===== src/rtl/toast_hazard_unit_if.sv =====
// Toast hazard unit bundle: decode-side operands, downstream
// stage info, long-op completion, redirect, and control outputs.
interface toast_hazard_unit_if #(
  parameter int AW          = 5,
  parameter int FWD_STAGES  = 2,
  parameter int MAX_PENDING = 4
);
  localparam int FSW = $clog2(FWD_STAGES + 1);
  localparam int CW  = $clog2(MAX_PENDING + 1);

  logic                     ID_valid_i;
  logic [AW-1:0]            ID_rs1_addr_i;
  logic [AW-1:0]            ID_rs2_addr_i;
  logic                     ID_rs1_used_i;
  logic                     ID_rs2_used_i;
  logic [AW-1:0]            ID_rd_addr_i;
  logic                     ID_rd_wr_en_i;
  logic                     ID_long_op_i;
  logic [FWD_STAGES*AW-1:0] FWD_rd_addr_i;
  logic [FWD_STAGES-1:0]    FWD_rd_wr_en_i;
  logic [FWD_STAGES-1:0]    FWD_is_load_i;
  logic                     long_done_i;
  logic [AW-1:0]            long_rd_addr_i;
  logic                     redirect_i;
  logic                     redirect_branch_i;
  logic [FSW-1:0]           forwardA_o;
  logic [FSW-1:0]           forwardB_o;
  logic                     stall_o;
  logic                     IF_ID_flush_o;
  logic                     EX_flush_o;
  logic [CW-1:0]            pending_cnt_o;

  modport master (
    output ID_valid_i, ID_rs1_addr_i, ID_rs2_addr_i,
    output ID_rs1_used_i, ID_rs2_used_i,
    output ID_rd_addr_i, ID_rd_wr_en_i, ID_long_op_i,
    output FWD_rd_addr_i, FWD_rd_wr_en_i, FWD_is_load_i,
    output long_done_i, long_rd_addr_i,
    output redirect_i, redirect_branch_i,
    input  forwardA_o, forwardB_o, stall_o,
    input  IF_ID_flush_o, EX_flush_o, pending_cnt_o
  );

  modport slave (
    input  ID_valid_i, ID_rs1_addr_i, ID_rs2_addr_i,
    input  ID_rs1_used_i, ID_rs2_used_i,
    input  ID_rd_addr_i, ID_rd_wr_en_i, ID_long_op_i,
    input  FWD_rd_addr_i, FWD_rd_wr_en_i, FWD_is_load_i,
    input  long_done_i, long_rd_addr_i,
    input  redirect_i, redirect_branch_i,
    output forwardA_o, forwardB_o, stall_o,
    output IF_ID_flush_o, EX_flush_o, pending_cnt_o
  );
endinterface


===== src/rtl/toast_hazard_unit.sv =====
// Toast hazard unit: operand forwarding, load-use and long-op
// scoreboard stalls, and multi-cycle IF/ID flush sequencing.
module toast_hazard_unit #(
  parameter int REGFILE_ADDR_WIDTH = 5,
  parameter int FWD_STAGES         = 2,
  parameter int LOAD_LATENCY       = 1,
  parameter int BRANCH_FLUSH       = 2,
  parameter int MAX_PENDING        = 4
) (
  input  logic              clk_i,
  input  logic              rst_i,
  toast_hazard_unit_if.slave hz
);
  localparam int AW   = REGFILE_ADDR_WIDTH;
  localparam int NREG = 2 ** AW;
  localparam int FSW  = $clog2(FWD_STAGES + 1);
  localparam int CW   = $clog2(MAX_PENDING + 1);
  localparam int FCW  = (BRANCH_FLUSH > 1) ?
                        $clog2(BRANCH_FLUSH) : 1;

  typedef enum logic {
    IDLE,
    FLUSH
  } fstate_e;

  fstate_e         state_q;
  logic [FCW-1:0]  fcnt_q;
  logic [NREG-1:0] sb_q, sb_d;
  logic [CW-1:0]   pend_q, pend_d;

  logic [FSW:0]    pick_a, pick_b;
  logic            flush;
  logic            raw, waw, full;
  logic            stall;
  logic            issue;
  logic            done;

  // Nearest matching stage wins outright; a too-young load
  // there yields a load-use flag (top bit) instead of a select.
  function automatic logic [FSW:0] fwd_pick(
    input logic [AW-1:0]            rs,
    input logic                     used,
    input logic [FWD_STAGES*AW-1:0] rd,
    input logic [FWD_STAGES-1:0]    we,
    input logic [FWD_STAGES-1:0]    ld
  );
    logic         hit;
    logic [FSW:0] r;
    hit = 1'b0;
    r   = '0;
    for (int k = 0; k < FWD_STAGES; k++) begin
      if (!hit && used && rs != '0 && we[k] &&
          rd[k*AW +: AW] == rs) begin
        hit = 1'b1;
        if (ld[k] && k < LOAD_LATENCY)
          r[FSW] = 1'b1;
        else
          r[FSW-1:0] = FSW'(k + 1);
      end
    end
    return r;
  endfunction

  // Hazard detection and issue qualification.
  always_comb begin
    pick_a = fwd_pick(hz.ID_rs1_addr_i, hz.ID_rs1_used_i,
                      hz.FWD_rd_addr_i, hz.FWD_rd_wr_en_i,
                      hz.FWD_is_load_i);
    pick_b = fwd_pick(hz.ID_rs2_addr_i, hz.ID_rs2_used_i,
                      hz.FWD_rd_addr_i, hz.FWD_rd_wr_en_i,
                      hz.FWD_is_load_i);
    flush  = hz.redirect_i | (state_q == FLUSH);
    raw    = (hz.ID_rs1_used_i & sb_q[hz.ID_rs1_addr_i]) |
             (hz.ID_rs2_used_i & sb_q[hz.ID_rs2_addr_i]);
    waw    = hz.ID_rd_wr_en_i & sb_q[hz.ID_rd_addr_i];
    full   = hz.ID_long_op_i &
             (pend_q == CW'(MAX_PENDING));
    stall  = hz.ID_valid_i & ~flush &
             (pick_a[FSW] | pick_b[FSW] | raw | waw | full);
    issue  = hz.ID_valid_i & hz.ID_long_op_i &
             hz.ID_rd_wr_en_i & ~stall & ~flush &
             (hz.ID_rd_addr_i != '0);
    done   = hz.long_done_i & sb_q[hz.long_rd_addr_i];
  end

  // Scoreboard next state: retire, then set on issue.
  always_comb begin
    sb_d   = sb_q;
    pend_d = pend_q;
    if (done)
      sb_d[hz.long_rd_addr_i] = 1'b0;
    if (issue)
      sb_d[hz.ID_rd_addr_i] = 1'b1;
    if (issue && !done)
      pend_d = pend_q + 1'b1;
    else if (done && !issue)
      pend_d = pend_q - 1'b1;
  end

  // Scoreboard and pending count registers.
  always_ff @(posedge clk_i) begin
    if (rst_i) begin
      sb_q   <= '0;
      pend_q <= '0;
    end else begin
      sb_q   <= sb_d;
      pend_q <= pend_d;
    end
  end

  // Flush sequencer; a redirect mid-flush restarts the count.
  always_ff @(posedge clk_i) begin
    if (rst_i) begin
      state_q <= IDLE;
      fcnt_q  <= '0;
    end else if (hz.redirect_i) begin
      if (BRANCH_FLUSH > 1) begin
        state_q <= FLUSH;
        fcnt_q  <= FCW'(BRANCH_FLUSH - 1);
      end
    end else if (state_q == FLUSH) begin
      if (fcnt_q == FCW'(1)) begin
        state_q <= IDLE;
        fcnt_q  <= '0;
      end else begin
        fcnt_q  <= fcnt_q - 1'b1;
      end
    end
  end

  assign hz.forwardA_o    = rst_i ? '0 : pick_a[FSW-1:0];
  assign hz.forwardB_o    = rst_i ? '0 : pick_b[FSW-1:0];
  assign hz.stall_o       = ~rst_i & stall;
  assign hz.IF_ID_flush_o = ~rst_i & flush;
  assign hz.EX_flush_o    = ~rst_i & hz.redirect_i &
                            hz.redirect_branch_i;
  assign hz.pending_cnt_o = rst_i ? '0 : pend_q;
endmodule


===== src/flat_wrapper.sv =====
// flat-port wrapper written by rule: the top's interface ports become plain ports
module toast_hazard_unit_flat 
#(
  parameter int REGFILE_ADDR_WIDTH = 5,
  parameter int FWD_STAGES         = 2,
  parameter int LOAD_LATENCY       = 1,
  parameter int BRANCH_FLUSH       = 2,
  parameter int MAX_PENDING        = 4
)
  (clk_i, rst_i, hz_ID_valid_i, hz_ID_rs1_addr_i, hz_ID_rs2_addr_i, hz_ID_rs1_used_i, hz_ID_rs2_used_i, hz_ID_rd_addr_i, hz_ID_rd_wr_en_i, hz_ID_long_op_i, hz_FWD_rd_addr_i, hz_FWD_rd_wr_en_i, hz_FWD_is_load_i, hz_long_done_i, hz_long_rd_addr_i, hz_redirect_i, hz_redirect_branch_i, hz_forwardA_o, hz_forwardB_o, hz_stall_o, hz_IF_ID_flush_o, hz_EX_flush_o, hz_pending_cnt_o);
  toast_hazard_unit_if #(.AW(5), .FWD_STAGES(FWD_STAGES), .MAX_PENDING(MAX_PENDING)) hz_i ();
  input  logic clk_i;
  input  logic rst_i;
  input wire logic [$bits(hz_i.ID_valid_i)-1:0] hz_ID_valid_i;
  input wire logic [$bits(hz_i.ID_rs1_addr_i)-1:0] hz_ID_rs1_addr_i;
  input wire logic [$bits(hz_i.ID_rs2_addr_i)-1:0] hz_ID_rs2_addr_i;
  input wire logic [$bits(hz_i.ID_rs1_used_i)-1:0] hz_ID_rs1_used_i;
  input wire logic [$bits(hz_i.ID_rs2_used_i)-1:0] hz_ID_rs2_used_i;
  input wire logic [$bits(hz_i.ID_rd_addr_i)-1:0] hz_ID_rd_addr_i;
  input wire logic [$bits(hz_i.ID_rd_wr_en_i)-1:0] hz_ID_rd_wr_en_i;
  input wire logic [$bits(hz_i.ID_long_op_i)-1:0] hz_ID_long_op_i;
  input wire logic [$bits(hz_i.FWD_rd_addr_i)-1:0] hz_FWD_rd_addr_i;
  input wire logic [$bits(hz_i.FWD_rd_wr_en_i)-1:0] hz_FWD_rd_wr_en_i;
  input wire logic [$bits(hz_i.FWD_is_load_i)-1:0] hz_FWD_is_load_i;
  input wire logic [$bits(hz_i.long_done_i)-1:0] hz_long_done_i;
  input wire logic [$bits(hz_i.long_rd_addr_i)-1:0] hz_long_rd_addr_i;
  input wire logic [$bits(hz_i.redirect_i)-1:0] hz_redirect_i;
  input wire logic [$bits(hz_i.redirect_branch_i)-1:0] hz_redirect_branch_i;
  output wire logic [$bits(hz_i.forwardA_o)-1:0] hz_forwardA_o;
  output wire logic [$bits(hz_i.forwardB_o)-1:0] hz_forwardB_o;
  output wire logic [$bits(hz_i.stall_o)-1:0] hz_stall_o;
  output wire logic [$bits(hz_i.IF_ID_flush_o)-1:0] hz_IF_ID_flush_o;
  output wire logic [$bits(hz_i.EX_flush_o)-1:0] hz_EX_flush_o;
  output wire logic [$bits(hz_i.pending_cnt_o)-1:0] hz_pending_cnt_o;
  assign hz_i.ID_valid_i = hz_ID_valid_i;
  assign hz_i.ID_rs1_addr_i = hz_ID_rs1_addr_i;
  assign hz_i.ID_rs2_addr_i = hz_ID_rs2_addr_i;
  assign hz_i.ID_rs1_used_i = hz_ID_rs1_used_i;
  assign hz_i.ID_rs2_used_i = hz_ID_rs2_used_i;
  assign hz_i.ID_rd_addr_i = hz_ID_rd_addr_i;
  assign hz_i.ID_rd_wr_en_i = hz_ID_rd_wr_en_i;
  assign hz_i.ID_long_op_i = hz_ID_long_op_i;
  assign hz_i.FWD_rd_addr_i = hz_FWD_rd_addr_i;
  assign hz_i.FWD_rd_wr_en_i = hz_FWD_rd_wr_en_i;
  assign hz_i.FWD_is_load_i = hz_FWD_is_load_i;
  assign hz_i.long_done_i = hz_long_done_i;
  assign hz_i.long_rd_addr_i = hz_long_rd_addr_i;
  assign hz_i.redirect_i = hz_redirect_i;
  assign hz_i.redirect_branch_i = hz_redirect_branch_i;
  assign hz_forwardA_o = hz_i.forwardA_o;
  assign hz_forwardB_o = hz_i.forwardB_o;
  assign hz_stall_o = hz_i.stall_o;
  assign hz_IF_ID_flush_o = hz_i.IF_ID_flush_o;
  assign hz_EX_flush_o = hz_i.EX_flush_o;
  assign hz_pending_cnt_o = hz_i.pending_cnt_o;
  toast_hazard_unit #(.REGFILE_ADDR_WIDTH(REGFILE_ADDR_WIDTH), .FWD_STAGES(FWD_STAGES), .LOAD_LATENCY(LOAD_LATENCY), .BRANCH_FLUSH(BRANCH_FLUSH), .MAX_PENDING(MAX_PENDING)) u_core (.clk_i(clk_i), .rst_i(rst_i), .hz(hz_i));
endmodule

===== config.mk =====
export PLATFORM = sky130hd
export DESIGN_NAME = toast_hazard_unit_flat
export DESIGN_NICKNAME = d
export VERILOG_FILES = /design/src/rtl/toast_hazard_unit_if.sv /design/src/rtl/toast_hazard_unit.sv /design/src/flat_wrapper.sv
export SDC_FILE = /design/constraint.sdc
export NUM_CORES = 1
export LEC_CHECK = 0
export ABC_AREA = 1
export BUFFER_PORTS_ARGS = -buffer_cell sky130_fd_sc_hd__clkbuf_2
export CAP_MARGIN = 30
export CORE_MARGIN = 1
export CORE_UTILIZATION = 45
export DETAILED_ROUTE_END_ITERATION = 10
export MAX_ROUTING_LAYER = met4
export PLACE_DENSITY = 0.65
export SKIP_LAST_GASP = 1
export SLEW_MARGIN = 20
export SYNTH_ARGS = -nofsm -noshare
export SYNTH_HDL_FRONTEND = slang
export SYNTH_SLANG_ARGS = --single-unit

===== constraint.sdc =====
create_clock -name clk_i -period 5 [get_ports clk_i]
set_input_delay 0.5 -clock clk_i [delete_from_list [all_inputs] [get_ports clk_i]]
set_output_delay 0.5 -clock clk_i [all_outputs]
set_load 0.05 [all_outputs]

==> results of run 1 <==
==> flip-flops by register name, indices dropped and copies added (netlist names) <==
register / flops
u_core.sb_q: 32
u_core.pend_q: 3
u_core.fcnt_q: 1
u_core.state_q: 1
==> power breakdown <==
part / total [mW] / internal, mW / switching [mW]
clock: 0.211 / 0.0968 / 0.114
sequential: 0.298 / 0.297 / 0.00139
combinational: 0.178 / 0.0475 / 0.130
total: 0.686 / 0.441 / 0.246
==> area by class of cell <==
class	instances	area share
inverter	74	0.0683
clock buffer	6	0.0178
timing repair buffer	56	0.0713
multi-input combinational	549	0.626
tap	105	0.0323
sequential	37	0.182
clock inverter	2	0.00246
==> layout by cell type (no fill, tap or decap), types with 2 or more instances in the layout <==
cell type / n
a21oi_1: 53
a22oi_1: 2
buf_4: 4
clkbuf_2: 52
clkbuf_8: 5
clkinv_1: 3
clkinv_2: 2
dfxtp_1: 37
inv_1: 68
inv_2: 3
nand2_1: 196
nand3_1: 67
nand4_1: 34
nor2_1: 100
nor3_1: 19
nor3b_1: 2
o211ai_1: 9
o21ai_0: 35
o21ai_1: 3
o22ai_1: 7
or2_2: 2
xnor2_1: 3
xor2_1: 6
==> cell families after synthesis <==
logic type	Yosys count
DFF	37
xor gates and xnor gates	9
buffers and inverters	117
AOI/OAI and AO/OA	112
adders and majority gates	2
and+or+nand+nor	426
==> metrics by stage <==
stage | setup WS [ps] | instance area [um2] | hold WS [ps] | std cells
after floorplan | 2170 | 3800 | 444 | 703
after global routing | 1140 | 4070 | 484 | 829
after global placement | 1430 | 3990 | 456 | 821
after CTS | 1610 | 4070 | 463 | 829
after detailed placement | 1310 | 3990 | 462 | 821
final | 1520 | 4070 | 463 | 829
==> layer usage <==
metal	vias to the layer above	track usage
li1	2336	-
met1	2130	0.403
met2	228	0.501
met3	23	0.0453
met4	0	0.127
met5	-	-
==> path summary, 6_finish.rpt <==
| kind | slack, ps | start | end | cells after the start |
|---|---|---|---|---|
| worst min register to register | 470 | u_core.sb_q[14] | u_core.sb_q[14] | 2 |
| worst min-delay path | 460 | hz_redirect_i | u_core.state_q | 3 |
| worst max register to register | 2010 | u_core.sb_q[14] | u_core.pend_q[2] | 14 |
| worst max-delay path | 1520 | hz_long_rd_addr_i[0] | u_core.pend_q[2] | 16 |
==> critical path, stage by stage <==
cell and delay [ps]:
clkbuf_2 170, nor2_1 110, inv_1 420, o22ai_1 120, o21ai_0 330, nand2_1 90, nor2_1 140, nand2_2 400
nand2_1 190, ha_1 170, inv_1 70, fa_1 380, a21oi_1 160, o21ai_0 140, o21ai_0 190, a21oi_1 50
==> qor.yml, run 1 <==
outcome:
  status: "complete, no violations"
sta:
  setup_viol: 0
  min_period_ps: 3480
  finClkSkew_ps: 7.70
  maxSlewViolCount: 0
  finalSetupTns_ps: 0
  fmax_mhz: 288
  slew_headroom: 0.525
  worst_pin_slew_ps: 712
  final.period_utilization: 0.695
  rsz0062_at_grt: "false"
  hold_violations: 0
die:
  num_rows: 33
  start_util: 0.465
  core_area_mm2: 0.00818
  die_h_um: 93.9
  die_area_mm2: 0.00882
  io_pins: 54
  die_x_um: 93.9
placed_design:
  portBuffers: 52
  gp_congestion: 0.925
  hpwl_mm: 9.41
synth:
  netlist_area_mm2: 0.00380
  post-synth-top-count-cell: "nand2_1"
  synthesis.nets: 749
  muxShareOfSynthArea: 0
  synth_common_cells: "nand2_1, nor2_1, inv_1, nand3_1, a21oi_1"
  synth_edf_count: 0
  synth.distinct_cells: 34
  synth_seq_cells: 37
  synth_compound_area_frac: 0.161
  synth-simple-area-share: 0.479
  ys_warn_count: 0
  synthXorXnorAreaFrac: 0.0207
  synth_top_family_by_area: "simple AND/OR/NAND/NOR gates"
  synthCells: 703
  yosys_most_used_dff: "dfxtp_1"
  synth_top_area_frac: 0.195
  synthArstFlopShare: 0
  ys_seq_area_frac: 0.195
  syn_area_per_cell_um2: 5.41
  synth_top_cell_by_area: "dfxtp_1"
  yosys.area_share.adder: 0.00856
  ys_top_cells_by_area: "dfxtp_1, nand2_1, nor2_1"
grt:
  overflow: 0
  grt_pass1_vias: 4330
  grt_first_pass_wirelength_mm: 21.1
  grt_util_all_layers: 0.316
  antenna_found_initial: 0
  grt_max_degree: 44
drt:
  route.antenna.remaining_nets: 0
  top_layer: "met4"
  via_per_inst: 5.69
  totalWireLength_mm: 12.9
  wl_met2_mm: 5.91
  route.met3.wl_mm: 1.07
  met1_length_mm: 5.70
  drc: 0
  drt_pass1_iterations: 7
  wl_per_cell_um: 15.6
  vias: 4717
  drtIter0Drc: 335
clocking:
  worstSkewPairLatency_ps: 290
  post_cts_buffers: 0
  cts_tree: "yes"
  cts_buffer_depth: 2
  cts_root_buf: "clkbuf_8"
  numCtsBuffers: 5
  htree_levels: 2
  postCtsHoldBufs: 0
  clk_pin_slew_ps: 70
  cts_resized: 0
  cts_sinks: 37
critical_path:
  critical_path.endpoint_type: "register"
  crit_fanout: 33
  crit_type: "input port to register"
  cp.required_ps: 5170
  cp-start-kind: "input port"
  worstPathArrival_ps: 3650
finish:
  multi_input_area_mm2: 0.00255
  fill_cells: 955
  fin_util: 0.498
  layout-drive-gt1-share: 0.0994
  nNetsFinal: 769
  insertedDiodeCount: 0
  area_growth_pct: 7.08
  seq_area_um2: 741
power:
  ir_worst_vdd_v: 0.000163
  total_power_mw: 0.686
  p_leak_nw: 1.67
  powerDensity_mw_per_mm2: 169
job:
  cap_violations: 0
hold_path:
  hold_path_class: "input port to register"
Power figures use the tool's default switching activity.
==> inputs of run 2 (changes only) <==
Clock period 5 ns to 3.23 ns, I/O delays scaled along.
==> run 2 against run 1 <==
- die area is the same
- first-iteration DRC count grew 25%
- global-route usage grew 0.15 points
- final area grew 1.8%
- final cell count grew 0.97%
- clock power grew 62%
- routed wire length grew 2.6%
- worst setup slack lost 1000 ps
- total power grew 59%
- critical path depth shrank 4
- critical path type is now register to output pin
- critical endpoint is now hz_stall_o
==> qor.yml, run 2 (synthesized netlist as in run 1, its figures left out) <==
clocking:
  postCtsHoldBufs: 0  # unchanged
  post_cts_buffers: 0  # unchanged
  clk_pin_slew_ps: 70  # about the same
  worstSkewPairLatency_ps: 290  # about the same
  cts_tree: "yes"
  numCtsBuffers: 5  # unchanged
  cts_resized: 0  # unchanged
  htree_levels: 2  # unchanged
  cts_buffer_depth: 2  # unchanged
  cts_sinks: 37  # unchanged
  cts_root_buf: "clkbuf_8"
finish:
  area_growth_pct: 8.96
  largest_register_ffs: 32  # unchanged
  reg_top3: "u_core.sb_q: 32 flops, u_core.pend_q: 3 flops"
  mostFrequentLayoutCells: "nand2_1, nor2_1, inv_1"
  nNetsFinal: 778  # +1.2%
  layout-drive-gt1-share: 0.109  # +0.00984
  stdcell_count: 837  # +0.97%
  final_common_cell: "nand2_1"
  regMostFlops: "u_core.sb_q"
  insertedDiodeCount: 0  # unchanged
placed_design:
  placed_cells: 830  # +1.1%
  hpwl_mm: 9.74  # +3.5%
  portBuffers: 52  # unchanged
  gp_congestion: 0.941  # +1.8%
sta:
  finalSetupTns_ps: 0  # unchanged
  maxSlewViolCount: 0  # unchanged
  slew_headroom: 0.648  # +0.123
  fmax_mhz: 364
  finClkSkew_ps: 6.34  # -1.36 ps
  rsz0062_at_grt: "false"
  min_period_ps: 2750
  setup_viol: 0  # unchanged
  final.period_utilization: 0.851
  hold_violations: 0  # unchanged
  worst_pin_slew_ps: 527  # -184 ps
drt:
  vias: 4817  # +2.1%
  via_per_inst: 5.76  # +1.1%
  drc: 0  # unchanged
  wl_per_cell_um: 15.8  # +1.6%
  drt_pass1_iterations: 5  # -2
  route.antenna.remaining_nets: 0  # unchanged
  totalWireLength_mm: 13.3  # +2.6%
  drtIter0Drc: 420  # +25%
critical_path:
  crit_path_end: "hz_stall_o"
  crit_type: "register to output pin"
  crit_fanout: 32  # -3.0%
  reg2reg_depth: 19  # +5
  regToRegStartpoint: "u_core.sb_q[12]"
  r2r_setup_slack_ps: 690  # -1320 ps
  cp-start-kind: "register"
  cp.required_ps: 2910  # -2260 ps
  r2r-end: "u_core.pend_q[2]"
  startpoint: "u_core.sb_q[27]"
  critical_path.endpoint_type: "output pin"
  worstPathArrival_ps: 2430  # -1220 ps
die:
  start_util: 0.465  # unchanged
  die_area_mm2: 0.00882  # unchanged
  num_rows: 33  # unchanged
  core_area_mm2: 0.00818  # unchanged
  io_pins: 54  # unchanged
  die_h_um: 93.9  # unchanged
  die_x_um: 93.9  # unchanged
job:
  cap_violations: 0  # unchanged
hold_path:
  hold_path_class: "input port to register"
grt:
  overflow: 0  # unchanged
  antenna_found_initial: 0  # unchanged
  grt_pass1_vias: 4242  # -2.0%
  grt_first_pass_wirelength_mm: 21.2  # +0.36%
  grt_util_all_layers: 0.317  # +0.00152
  grt_max_degree: 43  # -2.3%
power:
  powerDensity_mw_per_mm2: 263  # +56%
  p_leak_nw: 1.72  # +2.5%
  ir_worst_vdd_v: 0.000185  # +14%
  total_power_mw: 1.09  # +59%
outcome:
  status: "complete, no violations"
-- run 2: changes by cell type in the layout (fill, tap and decap cells not counted), sizes merged --
cell | before | now
buf | 4 | 13
clkinv | 5 | 3
clkbuf | 58 | 59
-- run 2: worst min-delay path by stage --
stage	startpoint	end	slack, ps	cells past startpoint
after floorplan	u_core.sb_q[12]	u_core.sb_q[12]	440	2
after global placement	u_core.fcnt_q	u_core.fcnt_q	450	2
after detailed placement	u_core.fcnt_q	u_core.fcnt_q	460	2
after CTS	hz_redirect_i	u_core.state_q	290	3
after global routing	hz_redirect_i	u_core.state_q	340	3
final	hz_redirect_i	u_core.state_q	290	3
-- run 2: layout make-up --
class | count | area (um2)
clock buffer | 7 | 86.3
multi-input combinational | 549 | 2550
tap | 105 | 131
timing repair buffer | 65 | 358
sequential | 37 | 741
fill | 906 | 4040
inverter | 74 | 278
-- run 2: stage by stage --
stage	setup slack, ps	utilization	hold WS, ps	instance area (um2)
6_report	480	0.506	291	4140
5_1_grt	286	0.506	339	4140
4_1_cts	527	0.506	295	4140
3_5_place_dp	262	0.496	455	4050
3_3_place_gp	382	0.496	450	4050
2_1_floorplan	596	-	444	3800
-- run 2: where the power goes --
group / internal, mW / switching (mW)
Combinational: 0.0801 / 0.206
Sequential: 0.459 / 0.00208
Clock: 0.170 / 0.172
Total: 0.709 / 0.380
-- run 2: critical path, stage by stage, from the launching register on --
cell	delay, ps
dfxtp_1	480
nand2_1	80
o21ai_0	80
nand2_1	70
nand3_1	110
nand3_1	70
nand2_1	60
nand2_1	40
nor2_1	280
nor2_4	70
buf_4	250
a211oi_2	220
clkbuf_2	310
-- run 2: routing by layer --
layer / vias to the layer above / global-route usage / share of wire
li1: 2353 / - / -
met3: 32 / 0.0340 / 0.084
met1: 2163 / 0.413 / 0.44
met5: - / - / 0
met4: 0 / 0.114 / 0.030
met2: 269 / 0.508 / 0.45
==> inputs of run 3 (changes only) <==
Settings changed: ABC_AREA 1 to unset, PLACE_DENSITY 0.65 to 0.66, SLEW_MARGIN 20 to unset, TNS_END_PERCENT set to 30.
==> run 3 against run 2 <==
- the run now ends with negative setup slack left
- non-clock buffer count rose by 49
- synthesized cell count decreased by 46%
- clock power is 7.9% higher
- final area up 0.27%
- combinational power shrank 8.0%
- total power increased by 0.51%
- clock skew rose by 3.1 ps
- sequential power hardly changed
- worst hold slack improved by 17 ps
- register-to-register slack got worse by 870 ps
- global-route usage fell by 2.4 points
- critical endpoint is now u_core.pend_q[2]
- largest cell class unchanged
- largest power group unchanged
==> qor.yml, run 3 <==
outcome:
  status: "finished, violations left"
  violations: "negative setup slack"
drt:
  vias: 3414  # -29%
  drtIter0Drc: 432  # +2.9%
  drc: 0  # unchanged
  wl_per_cell_um: 19.2  # +21%
  totalWireLength_mm: 10.9  # -18%
  drt_pass1_iterations: 5  # unchanged
  via_per_inst: 6.02  # +4.6%
  route.antenna.remaining_nets: 0  # unchanged
synth:
  ys_warn_count: 0  # unchanged
  netlist_area_mm2: 0.00340  # -10%
  synth_edf_count: 0  # unchanged
  synthCells: 379  # -46%
  post-synth-top-count-cell: "dfxtp_1"
  ys_seq_area_frac: 0.218  # +0.0227
  synth_top_cell_by_area: "dfxtp_1"
  yosys_most_used_dff: "dfxtp_1"
  synthArstFlopShare: 0  # unchanged
  synth_top_area_frac: 0.218  # +0.0227
  ys_top_cells_by_area: "dfxtp_1, mux4_2, nor2b_1"
  synth.distinct_cells: 60  # +76%
  syn_area_per_cell_um2: 8.98  # +66%
  synth_seq_cells: 37  # unchanged
  synth_common_cells: "dfxtp_1, nor2b_1, nand2_1, o31ai_1, o21ai_1"
  synthesis.nets: 425  # -43%
critical_path:
  crit_fanout: 5  # -84%
  r2r-end: "u_core.pend_q[2]"
  regToRegStartpoint: "u_core.sb_q[19]"
  critPathSlowestCell: "or4b_4"
  crit_top_cell: "a21oi_1"
  cp.required_ps: 3450  # +540 ps
  slowest_delay_ps: 550  # +70 ps
  reg2reg_depth: 13  # -6
  cp-start-kind: "register"
  r2r_setup_slack_ps: -180  # -870 ps
  startpoint: "u_core.sb_q[19]"
  critical_path.endpoint_type: "register"
  worstPathCellList: "mux4_2 -> nor3b_1 -> o41ai_1 -> buf_4 -> a21oi_1 -> or4b_4 -> nor3_4 -> ha_2 -> inv_2 -> fa_2 -> xor2_1 -> or3_1 -> a21oi_1"
  crit_type: "register to register"
  worstPathArrival_ps: 3630  # +1200 ps
placed_design:
  dp_slack_ps: -410  # -672 ps
  gp_congestion: 0.958  # +1.8%
  hpwl_mm: 8.43  # -13%
  portBuffers: 52  # unchanged
sta:
  setup_viol: 2  # +2
  layout_setup_ws_ps: -180  # -660 ps
  final.period_utilization: 1.06  # +0.204
  finClkSkew_ps: 9.41  # +3.07 ps
  rsz0062_at_grt: "true"
  worst_pin_slew_ps: 838  # +311 ps
  slew_headroom: 0.436  # -0.212
  fmax_mhz: 293  # -19%
  maxSlewViolCount: 0  # unchanged
  min_period_ps: 3410  # +660 ps
  hold_violations: 0  # unchanged
  holdWs_ps: 308  # +16.8 ps
  finalSetupTns_ps: -356  # -356 ps
die:
  die_area_mm2: 0.00791  # -10%
  io_pins: 54  # unchanged
  die_x_um: 89.0  # -5.2%
  die_h_um: 89.0  # -5.2%
  num_rows: 31  # -6.1%
  core_area_mm2: 0.00729  # -11%
  start_util: 0.467  # +0.00191
finish:
  regMostFlops: "u_core.sb_q"
  mostFrequentLayoutCells: "buf_4, clkbuf_2, nor2b_1"
  largest_register_ffs: 32  # unchanged
  final_common_cell: "buf_4"
  layout-drive-gt1-share: 0.331  # +0.222
  nNetsFinal: 513  # -34%
  insertedDiodeCount: 0  # unchanged
  area_growth_pct: 22.0
  reg_top3: "u_core.sb_q: 32 flops, u_core.pend_q: 3 flops"
hold_path:
  min_from: "hz_redirect_i"
  hold_end: "u_core.fcnt_q"
  whs_path_depth: 3  # unchanged
  hold_path_class: "input port to register"
clocking:
  cts_root_buf: "clkbuf_8"
  postCtsHoldBufs: 0  # unchanged
  cts_buffer_depth: 2  # unchanged
  post_cts_buffers: 0  # unchanged
  worstSkewPairLatency_ps: 290  # about the same
  htree_levels: 2  # unchanged
  cts_tree: "yes"
  clk_pin_slew_ps: 80  # about the same
  numCtsBuffers: 5  # unchanged
  cts_sinks: 37  # unchanged
grt:
  grt_max_degree: 33  # -23%
  grt_first_pass_wirelength_mm: 16.7  # -21%
  antenna_found_initial: 0  # unchanged
  grt_util_all_layers: 0.293  # -0.0237
  grt_pass1_vias: 3235  # -24%
  overflow: 0  # unchanged
power:
  p_switching_mw: 0.329  # -13%
  ir_worst_vdd_v: 0.000167  # -9.4%
  netSwitchingFraction: 0.300  # -0.0483
  p_leak_nw: 1.69  # -1.5%
  p_comb_frac: 0.241  # -0.022
  total_power_mw: 1.09  # +0.51%
  power.internal_mw: 0.765  # +8.0%
  seqPwrFrac: 0.423  # about the same
  powerDensity_mw_per_mm2: 264  # +0.24%
  clkPwrFrac: 0.337  # +0.023
job:
  cap_violations: 0  # unchanged
## run 3: cell families after synthesis
kind of cell / synth area share
buffers and inverters: 0.0805
AND/OR/NAND/NOR: 0.226
adder cells (fa/ha/maj): 0.00956
AO/OA/AOI/OAI: 0.188
XOR/XNOR: 0.0592
multiplexers: 0.219
flip-flops: 0.218
## run 3: layout make-up
type / instances / area [um2]
clock buffers: 7 / 96.3
repair buffers: 114 / 738
multi-input cells: 303 / 2410
flip-flops and latches: 37 / 743
fillers: 675 / 3140
inverters: 6 / 36.3
clock inverters: 1 / 5.00
well taps: 99 / 124
## run 3: stage by stage
stage | area, um2 | util | cells
floorplan | 3420 | - | 379
global placement | 4040 | 0.554 | 559
detailed placement | 4040 | 0.554 | 559
CTS | 4140 | 0.568 | 567
global route | 4150 | 0.569 | 567
finish | 4150 | 0.569 | 567
## run 3: how the worst max path moves through the flow
stage / to
floorplan: u_core.pend_q[2]
global placement: u_core.pend_q[2]
detailed placement: u_core.pend_q[2]
CTS: u_core.pend_q[2]
global route: u_core.pend_q[2]
finish: u_core.pend_q[2]
## run 3: what timing repair did
item / CTS / global route
pin swaps: 1 / 2
endpoints found under the hold margin: 0 / 0
resized for setup: 1 / 3
setup endpoints to repair: 3 / 3
## run 3: layer usage
| metal | global-route usage | share of wire | up-vias |
|---|---|---|---|
| li1 | - | - | 1605 |
| met1 | 0.381 | 0.44 | 1612 |
| met2 | 0.471 | 0.47 | 179 |
| met3 | 0.0397 | 0.070 | 18 |
| met4 | 0.104 | 0.019 | 0 |
| met5 | - | 0 | - |
## run 3: power groups by stage
stage          clock (mW)  sequential, mW  combinational, mW
6_report            0.368           0.462              0.263
5_1_grt             0.390           0.463              0.283
4_1_cts             0.371           0.462              0.260
3_5_place_dp            0           0.473              0.258
3_3_place_gp            0           0.473              0.254
2_1_floorplan           0           0.472              0.174
## run 3: critical path, delay by kind of cell (launching register included)
family                     cells  cell delay, ps
adders and majority gates      2             550
buffers and inverters          2             220
xor gates and xnor gates       1             150
DFF                            1             360
muxes                          1             470
and+or+nand+nor                4            1120
AOI/OAI and AO/OA              3             480
